--- config.mk ---
export PLATFORM = sky130hd
export DESIGN_NAME = latch_array_access_ctrl
export DESIGN_NICKNAME = d
export VERILOG_FILES = /design/src/rtl/latch_array_pkg.sv /design/src/rtl/cycle_down_counter.sv /design/src/rtl/latch_array_access_ctrl.sv
export SDC_FILE = /design/constraint.sdc
export NUM_CORES = 1
export LEC_CHECK = 0
export CAP_MARGIN = 30
export CORE_MARGIN = 5
export CORE_UTILIZATION = 38
export DETAILED_ROUTE_END_ITERATION = 8
export PLACE_DENSITY_LB_ADDON = 0.05
export SLEW_MARGIN = 0
export SYNTH_ARGS = -nofsm -noshare
export SYNTH_HDL_FRONTEND = slang
export SYNTH_SLANG_ARGS = --single-unit
--- constraint.sdc ---
create_clock -name clk -period 1.7 [get_ports clk]
set_clock_uncertainty 0.15 [all_clocks]
set_input_delay 0.51 -clock clk [delete_from_list [all_inputs] [get_ports clk]]
set_output_delay 0.51 -clock clk [all_outputs]
set_load 0.1 [all_outputs]
--- src/rtl/latch_array_pkg.sv ---
// Types and constants shared by the latch-array access sequencer, the address
// decoder and the bitcell array.
package latch_array_pkg;

  typedef enum logic [1:0] {
    IDLE  = 2'd0,
    SETUP = 2'd1,
    PULSE = 2'd2,
    HOLD  = 2'd3
  } state_t;

  localparam int ADDR_W    = 3;
  localparam int NUM_WORDS = 8;

  localparam logic R_W_READ  = 1'b0;
  localparam logic R_W_WRITE = 1'b1;

endpackage

--- src/rtl/cycle_down_counter.sv ---
// Loadable down-counter with a zero flag. It parks at zero rather than
// wrapping, so a stray decrement cannot restart a phase.
module cycle_down_counter #(
  parameter int WIDTH = 2
) (
  input  logic             clk,
  input  logic             rst,
  input  logic             load,
  input  logic [WIDTH-1:0] load_val,
  input  logic             dec,
  output logic             zero
);

  logic [WIDTH-1:0] cnt;

  always_ff @(posedge clk or posedge rst) begin
    if (rst) begin
      cnt <= '0;
    end else if (load) begin
      cnt <= load_val;
    end else if (dec && (cnt != '0)) begin
      cnt <= cnt - 1'b1;
    end
  end

  assign zero = (cnt == '0);

endmodule

--- src/rtl/latch_array_access_ctrl.sv ---
// Glitch-safe single-word access sequencer in front of the 3-to-8 decoder:
// address settles with E low, E pulses, E drops, then the address may move.
//
// state | meaning
// IDLE  | ready for a request; E low, last address/data held
// SETUP | address, r_w and wdata settling with E low
// PULSE | E high, word line active
// HOLD  | E low again, address held one more cycle, resp_valid high
module latch_array_access_ctrl
  import latch_array_pkg::*;
#(
  parameter int DATA_W    = 4,
  parameter int SETUP_CYC = 1,
  parameter int PULSE_CYC = 2
) (
  input  logic              clk,
  input  logic              rst,
  input  logic              req_valid,
  output logic              req_ready,
  input  logic              req_we,
  input  logic [ADDR_W-1:0] req_addr,
  input  logic [DATA_W-1:0] req_wdata,
  output logic              resp_valid,
  output logic [DATA_W-1:0] resp_rdata,
  output logic              adr0,
  output logic              adr1,
  output logic              adr2,
  output logic              E,
  output logic              r_w,
  output logic [DATA_W-1:0] wdata,
  input  logic [DATA_W-1:0] rdata
);

  localparam int MAX_CYC = (SETUP_CYC > PULSE_CYC) ? SETUP_CYC : PULSE_CYC;
  localparam int CNT_W   = $clog2(MAX_CYC + 1);

  if (SETUP_CYC < 1 || PULSE_CYC < 1) begin : g_bad_params
    $error("latch_array_access_ctrl: SETUP_CYC and PULSE_CYC must both be >= 1");
  end

  state_t            state, state_nxt;
  logic [ADDR_W-1:0] adr_q, adr_nxt;
  logic              e_nxt, r_w_nxt, resp_valid_nxt;
  logic [DATA_W-1:0] wdata_nxt, resp_rdata_nxt;
  logic              cnt_load, cnt_dec, cnt_zero;
  logic [CNT_W-1:0]  cnt_load_val;

  cycle_down_counter #(.WIDTH(CNT_W)) u_cnt (
    .clk      (clk),
    .rst      (rst),
    .load     (cnt_load),
    .load_val (cnt_load_val),
    .dec      (cnt_dec),
    .zero     (cnt_zero)
  );

  assign req_ready = (state == IDLE);
  assign {adr2, adr1, adr0} = adr_q;

  always_ff @(posedge clk or posedge rst) begin
    if (rst) begin
      state      <= IDLE;
      adr_q      <= '0;
      E          <= 1'b0;
      r_w        <= R_W_READ;
      wdata      <= '0;
      resp_valid <= 1'b0;
      resp_rdata <= '0;
    end else begin
      state      <= state_nxt;
      adr_q      <= adr_nxt;
      E          <= e_nxt;
      r_w        <= r_w_nxt;
      wdata      <= wdata_nxt;
      resp_valid <= resp_valid_nxt;
      resp_rdata <= resp_rdata_nxt;
    end
  end

  always_comb begin
    state_nxt      = state;
    adr_nxt        = adr_q;
    r_w_nxt        = r_w;
    wdata_nxt      = wdata;
    e_nxt          = 1'b0;
    resp_valid_nxt = 1'b0;
    resp_rdata_nxt = resp_rdata;
    cnt_load       = 1'b0;
    cnt_load_val   = '0;
    cnt_dec        = 1'b0;

    case (state)
      IDLE: begin
        if (req_valid) begin
          adr_nxt      = req_addr;
          r_w_nxt      = req_we;
          wdata_nxt    = req_wdata;
          cnt_load     = 1'b1;
          cnt_load_val = CNT_W'(SETUP_CYC - 1);
          state_nxt    = SETUP;
        end
      end
      SETUP: begin
        if (cnt_zero) begin
          e_nxt        = 1'b1;
          cnt_load     = 1'b1;
          cnt_load_val = CNT_W'(PULSE_CYC - 1);
          state_nxt    = PULSE;
        end else begin
          cnt_dec = 1'b1;
        end
      end
      PULSE: begin
        if (cnt_zero) begin
          // rdata is sampled on the edge that drops E, while the word line is still driven
          if (r_w == R_W_READ) resp_rdata_nxt = rdata;
          resp_valid_nxt = 1'b1;
          state_nxt      = HOLD;
        end else begin
          e_nxt   = 1'b1;
          cnt_dec = 1'b1;
        end
      end
      HOLD: begin
        state_nxt = IDLE;
      end
      default: begin
        state_nxt = IDLE;
      end
    endcase
  end

endmodule

# After elaboration in Yosys (flattened, before gate mapping)
# Index checks and enable logic that the tools add are counted.
[op_classes]
addsub = 1
muxes = 15
n_bitwise = 1
n_eq_ne = 6
reduce_logical = 9
[op_table]
columns = ["operator", "count"]
rows = [
  ["2-bit 2-to-1 mux", 5],
  ["2-bit one-hot mux with 4 select lines", 1],
  ["1-bit 2-to-1 mux", 7],
  ["2-bit inequality test, second input constant", 3],
  ["3-bit AND reduction", 2],
  ["2-bit == test, second input constant", 2],
  ["2-bit logical NOT", 2],
  ["1-bit one-hot mux with 2 select lines", 2],
  ["2-bit nonzero test", 2],
  ["2-bit by 1-bit == test with 1-bit output, second input constant", 1],
  ["2-bit AND reduction", 1],
  ["2-bit OR reduction", 1],
  ["2-bit by 1-bit subtractor with 2-bit output, second input constant", 1],
  ["1-bit logical AND", 1],
  ["1-bit NOT", 1],
]
[word_totals]
out_inout_bits = 15
word_cells = 40
input_bits = 15
register_bits = 18

# Longest topological paths before layout
# Gate-level depths: netlist (run 1).
[depth]
word_depth = 6
ltp_mapped = 5
ltp_nobuf = 5

# Hierarchy
# A second synthesis (run 1) with hierarchy kept.
[unflattened]
hier_cells = 64
area_unflattened_um2 = 849.6
[by_module_without_submodules]
columns = ["mod", "area_each_um2", "cells_each", "seq_area_each_um2", "n_inst"]
rows = [
  ["latch_array_access_ctrl", 714.4, 51, 400.4, 1],
  ["cycle_down_counter", 135.1, 13, 50.0, 1],
]

# Least setup slack after synthesis (run 1)
# Ideal clock, no wire load.
[synth_path]
path_kind = "flip-flop to flip-flop"
start = "register state[0]"
end = "register r_w"
t_required_ps = 1424
stages_incl_launch_ff = 5
setup_time_ps = 126
path_slack_ps = -545
n_path_buf = 0
synth_period_minus_slack_ps = 2245
arrival_time_ps = 1969
path_cell_list = "dfrtp_1 > inv_1 > ha_1 > nand2_2 > mux2_2"
[synth_via]
elab_chain_len = 2
[synth_lines]
columns = ["element", "line", "text"]
rows = [
  ["from (decl)", "latch_array_access_ctrl.sv:41", "state_t state, state_nxt;"],
  ["from (signal assigned)", "latch_array_access_ctrl.sv:70", "state <= state_nxt;"],
  ["2-bit logical NOT", "--", ""],
  ["named net req_ready", "latch_array_access_ctrl.sv:19", "output logic req_ready,"],
  ["2-bit AND reduction (no line)", "--", ""],
  ["to (signal assigned)", "latch_array_access_ctrl.sv:73", "r_w <= r_w_nxt;"],
  ["to (decl)", "latch_array_access_ctrl.sv:29", "output logic r_w,"],
]
# The timed path passes the listed nets, and every way through them passes these cells.
# A chain may end at the register's enable or synchronous reset.

# Worst setup path after layout (run 1)
[layout_path]
start = "register state[1]"
end = "output port req_ready"
[layout_via]
elab_chain_len = 1
[layout_lines]
columns = ["element", "line", "text"]
rows = [
  ["2-bit logical NOT", "latch_array_access_ctrl.sv:57", "assign req_ready = (state == IDLE);"],
  ["to (decl)", "latch_array_access_ctrl.sv:19", ""],
]
# No other way between the ends.

==> results of run 1 <==
-- registers in the layout, summed over array words and instances (netlist names) --
| name | flops |
|---|---|
| resp_rdata | 4 |
| wdata | 4 |
| adr_q | 3 |
| state | 2 |
| u_cnt.cnt | 2 |
| E | 1 |
| r_w | 1 |
| resp_valid | 1 |
-- final cells by class --
cell class	count	share of cell area, %
multi-input cells	34	26.8
inverters	7	1.88
repair buffers	35	34.7
flip-flops and latches	18	32.3
clock buffers	4	1.88
well taps	27	2.42
-- cells by family (layout without fill, tap and decap cells) --
family,count (synthesis),count (layout)
xor+xnor,1,1
simple gates,9,9
compound gates,6,6
flops,18,18
fa+ha+maj,5,5
mux,13,13
buf+inv,7,46
-- final timing paths --
check / from / to / slack, ns
worst max-delay path: state[1] / req_ready / -0.06
worst min-delay path: rst / adr_q[1] / 0.37
worst max register to register: state[1] / state[1] / -0.02
worst min register to register: u_cnt.cnt[1] / u_cnt.cnt[1] / 0.41
max in group asynchronous: rst / r_w / 0.82
min in group clk: u_cnt.cnt[1] / u_cnt.cnt[1] / 0.41
-- critical path, stage by stage, from the launching register on --
cell and delay [ns]:
dfrtp_1 0.42, inv_2 0.09, ha_4 0.14, buf_12 0.17
-- per-layer routing --
layer	wire (µm)	up-vias
li1	-	277
met4	0	0
met1	682	271
met5	0	-
met3	153	0
met2	874	20
-- cell usage in the layout, fill, tap and decap left out, types with 2 or more instances in the layout --
master / netlist / layout
clkdlybuf4s50_1: 0 / 14
ha_1: 5 / 4
and2b_2: 2 / 2
inv_2: 0 / 2
buf_12: 0 / 15
nor2_1: 3 / 2
buf_4: 0 / 6
inv_1: 7 / 5
mux2_2: 9 / 9
mux2_4: 4 / 4
dfrtp_1: 18 / 17
clkbuf_4: 0 / 3
-- per-stage QoR --
stage                     setup TNS [ns]  hold WS [ns]  instance area [µm²]
final                            -0.0787         0.370                 1400
after global routing              -0.208         0.367                 1400
after CTS                        -0.0631         0.366                 1380
after detailed placement           -1.30         0.404                 1310
after global placement             -1.07         0.375                 1310
after floorplan                        0         0.299                  830
-- timing repair --
action,CTS,global route
gates resized for setup,3,3
pin swaps,1,1
setup buffers,5,0
endpoints found under the setup margin,2,11
endpoints found under the hold margin,0,0
==> impl_metrics.env, run 1 <==
export IMPL_fmax_mhz=567
export IMPL_setup_violations=2
export IMPL_synth_adder_area_share_pct=7.67
export IMPL_diodes=0
export IMPL_dieWidth_um=56.3
export IMPL_startpoint_type="flop"
export IMPL_synth_ff_type="dfrtp_1"
export IMPL_antenna_found_initial=0
export IMPL_regArea_um2=452
export IMPL_wl_per_cell_um=13.7
export IMPL_clk_pin_slew_ns=0.10
export IMPL_cts_sinks=18
export IMPL_period_share_pct=104
export IMPL_multi_input_area_um2=374
export IMPL_synth_edf_count=0
export IMPL_ys_types=18
export IMPL_grt_use_met1_pct=12.8
export IMPL_violations="negative setup slack"
export IMPL_gp_congestion=0.768
export IMPL_gr_total_overflow=0
export IMPL_outcome="complete, but fails checks"
export IMPL_ys_ff_latch=18
export IMPL_min_period_ns=1.76
export IMPL_drc=0
export IMPL_yosysWarnings=0
export IMPL_drt_iter0_markers=1
export IMPL_final_cells=125
export IMPL_nets=119
export IMPL_worstPathMaxFanout=2
export IMPL_post_route_util_pct=69.8
export IMPL_grt_max_degree=19
export IMPL_drt_total_wl_um=1710
export IMPL_gr_usage_all_layers_pct=11.9
export IMPL_hp_class="in -> async"
export IMPL_dp_cells=116
export IMPL_yosys_area_top_type_share_pct=55.2
export IMPL_critPathKind="reg -> out"
export IMPL_cts_buffers=3
export IMPL_portBuffers=29
export IMPL_synthCells=59
export IMPL_synth_fp_nets=79
export IMPL_worstSetupEndpointType="output port"
export IMPL_num_vias=568
export IMPL_synth_simple_area_share_pct=7.52
export IMPL_clock_root_buffer="clkbuf_4"
export IMPL_netlist_area_um2=816
export IMPL_hpwl_um=1310
export IMPL_synth_area_mux_share_pct=19.8
export IMPL_clk_path_buf_depth=2
export IMPL_reg2reg_depth=5
export IMPL_grtUsageMet2_pct=20.2
export IMPL_setup_slack_ns=-0.0622
export IMPL_grt_first_pass_wirelength_um=2940
export IMPL_rows=16
export IMPL_dieArea_um2=3170
export IMPL_hold_buffers=0
export IMPL_slew_headroom_pct=83.9
export IMPL_cts_htree_levels=1
export IMPL_area_growth_pct=71.3
export IMPL_yosysSeqAreaShare_pct=55.2
export IMPL_via_per_inst=4.54
export IMPL_yosysMostFrequentCell="dfrtp_1"
export IMPL_drive_above_1_share_pct=49.0
export IMPL_syn_area_per_cell_um2=13.8
export IMPL_hold_viol_final=0
export IMPL_rsz0062_at_grt="true"
export IMPL_synth_top_family_by_area="multiplexers"
export IMPL_grt_use_met3_pct=7.34
export IMPL_ant_nets=0
export IMPL_synth_xor_area_share_pct=1.07
export IMPL_cap_violations=0
export IMPL_ioPinCount=30
export IMPL_top_usage_layer="met2"
export IMPL_synth_area_top_cells="dfrtp_1 55%, mux2_2 12%, ha_1 7.7%"
export IMPL_async_flop_share_pct=100
export IMPL_dr_pass1_iters=2
export IMPL_required_ns=1.04
export IMPL_synth_top_cells_by_count="18 x dfrtp_1, 9 x mux2_2, 7 x inv_1, 5 x ha_1, 4 x mux2_4"
export IMPL_synth_compound_area_share_pct=5.52
export IMPL_yosysTopAreaCell="dfrtp_1"
export IMPL_worst_pin_slew_ns=0.241
export IMPL_maxSlewViolCount=0
export IMPL_dieHeight_um=56.3
export IMPL_grt_pass1_vias=662
export IMPL_insertion_delay_ns=0.28
export IMPL_tritoncts="yes"
export IMPL_initial_utilization_pct=40.7
export IMPL_fillCellCount=139
export IMPL_coreArea_um2=2000
export IMPL_dp_slack_ns=-0.214
export IMPL_crit_arrival_ns=1.10
Power of run 1 is left out: the tool's default activity adds up to more than one toggle a clock period on the data nets, which glitch-free logic cannot reach.
==> run 2, diff against run 1 <==
SLEW_MARGIN = 20   (was 0)
==> results of run 2 <==
The final DEF is identical to that of run 1; final timing and power are the same.
Power of run 2 is left out for the same reason.
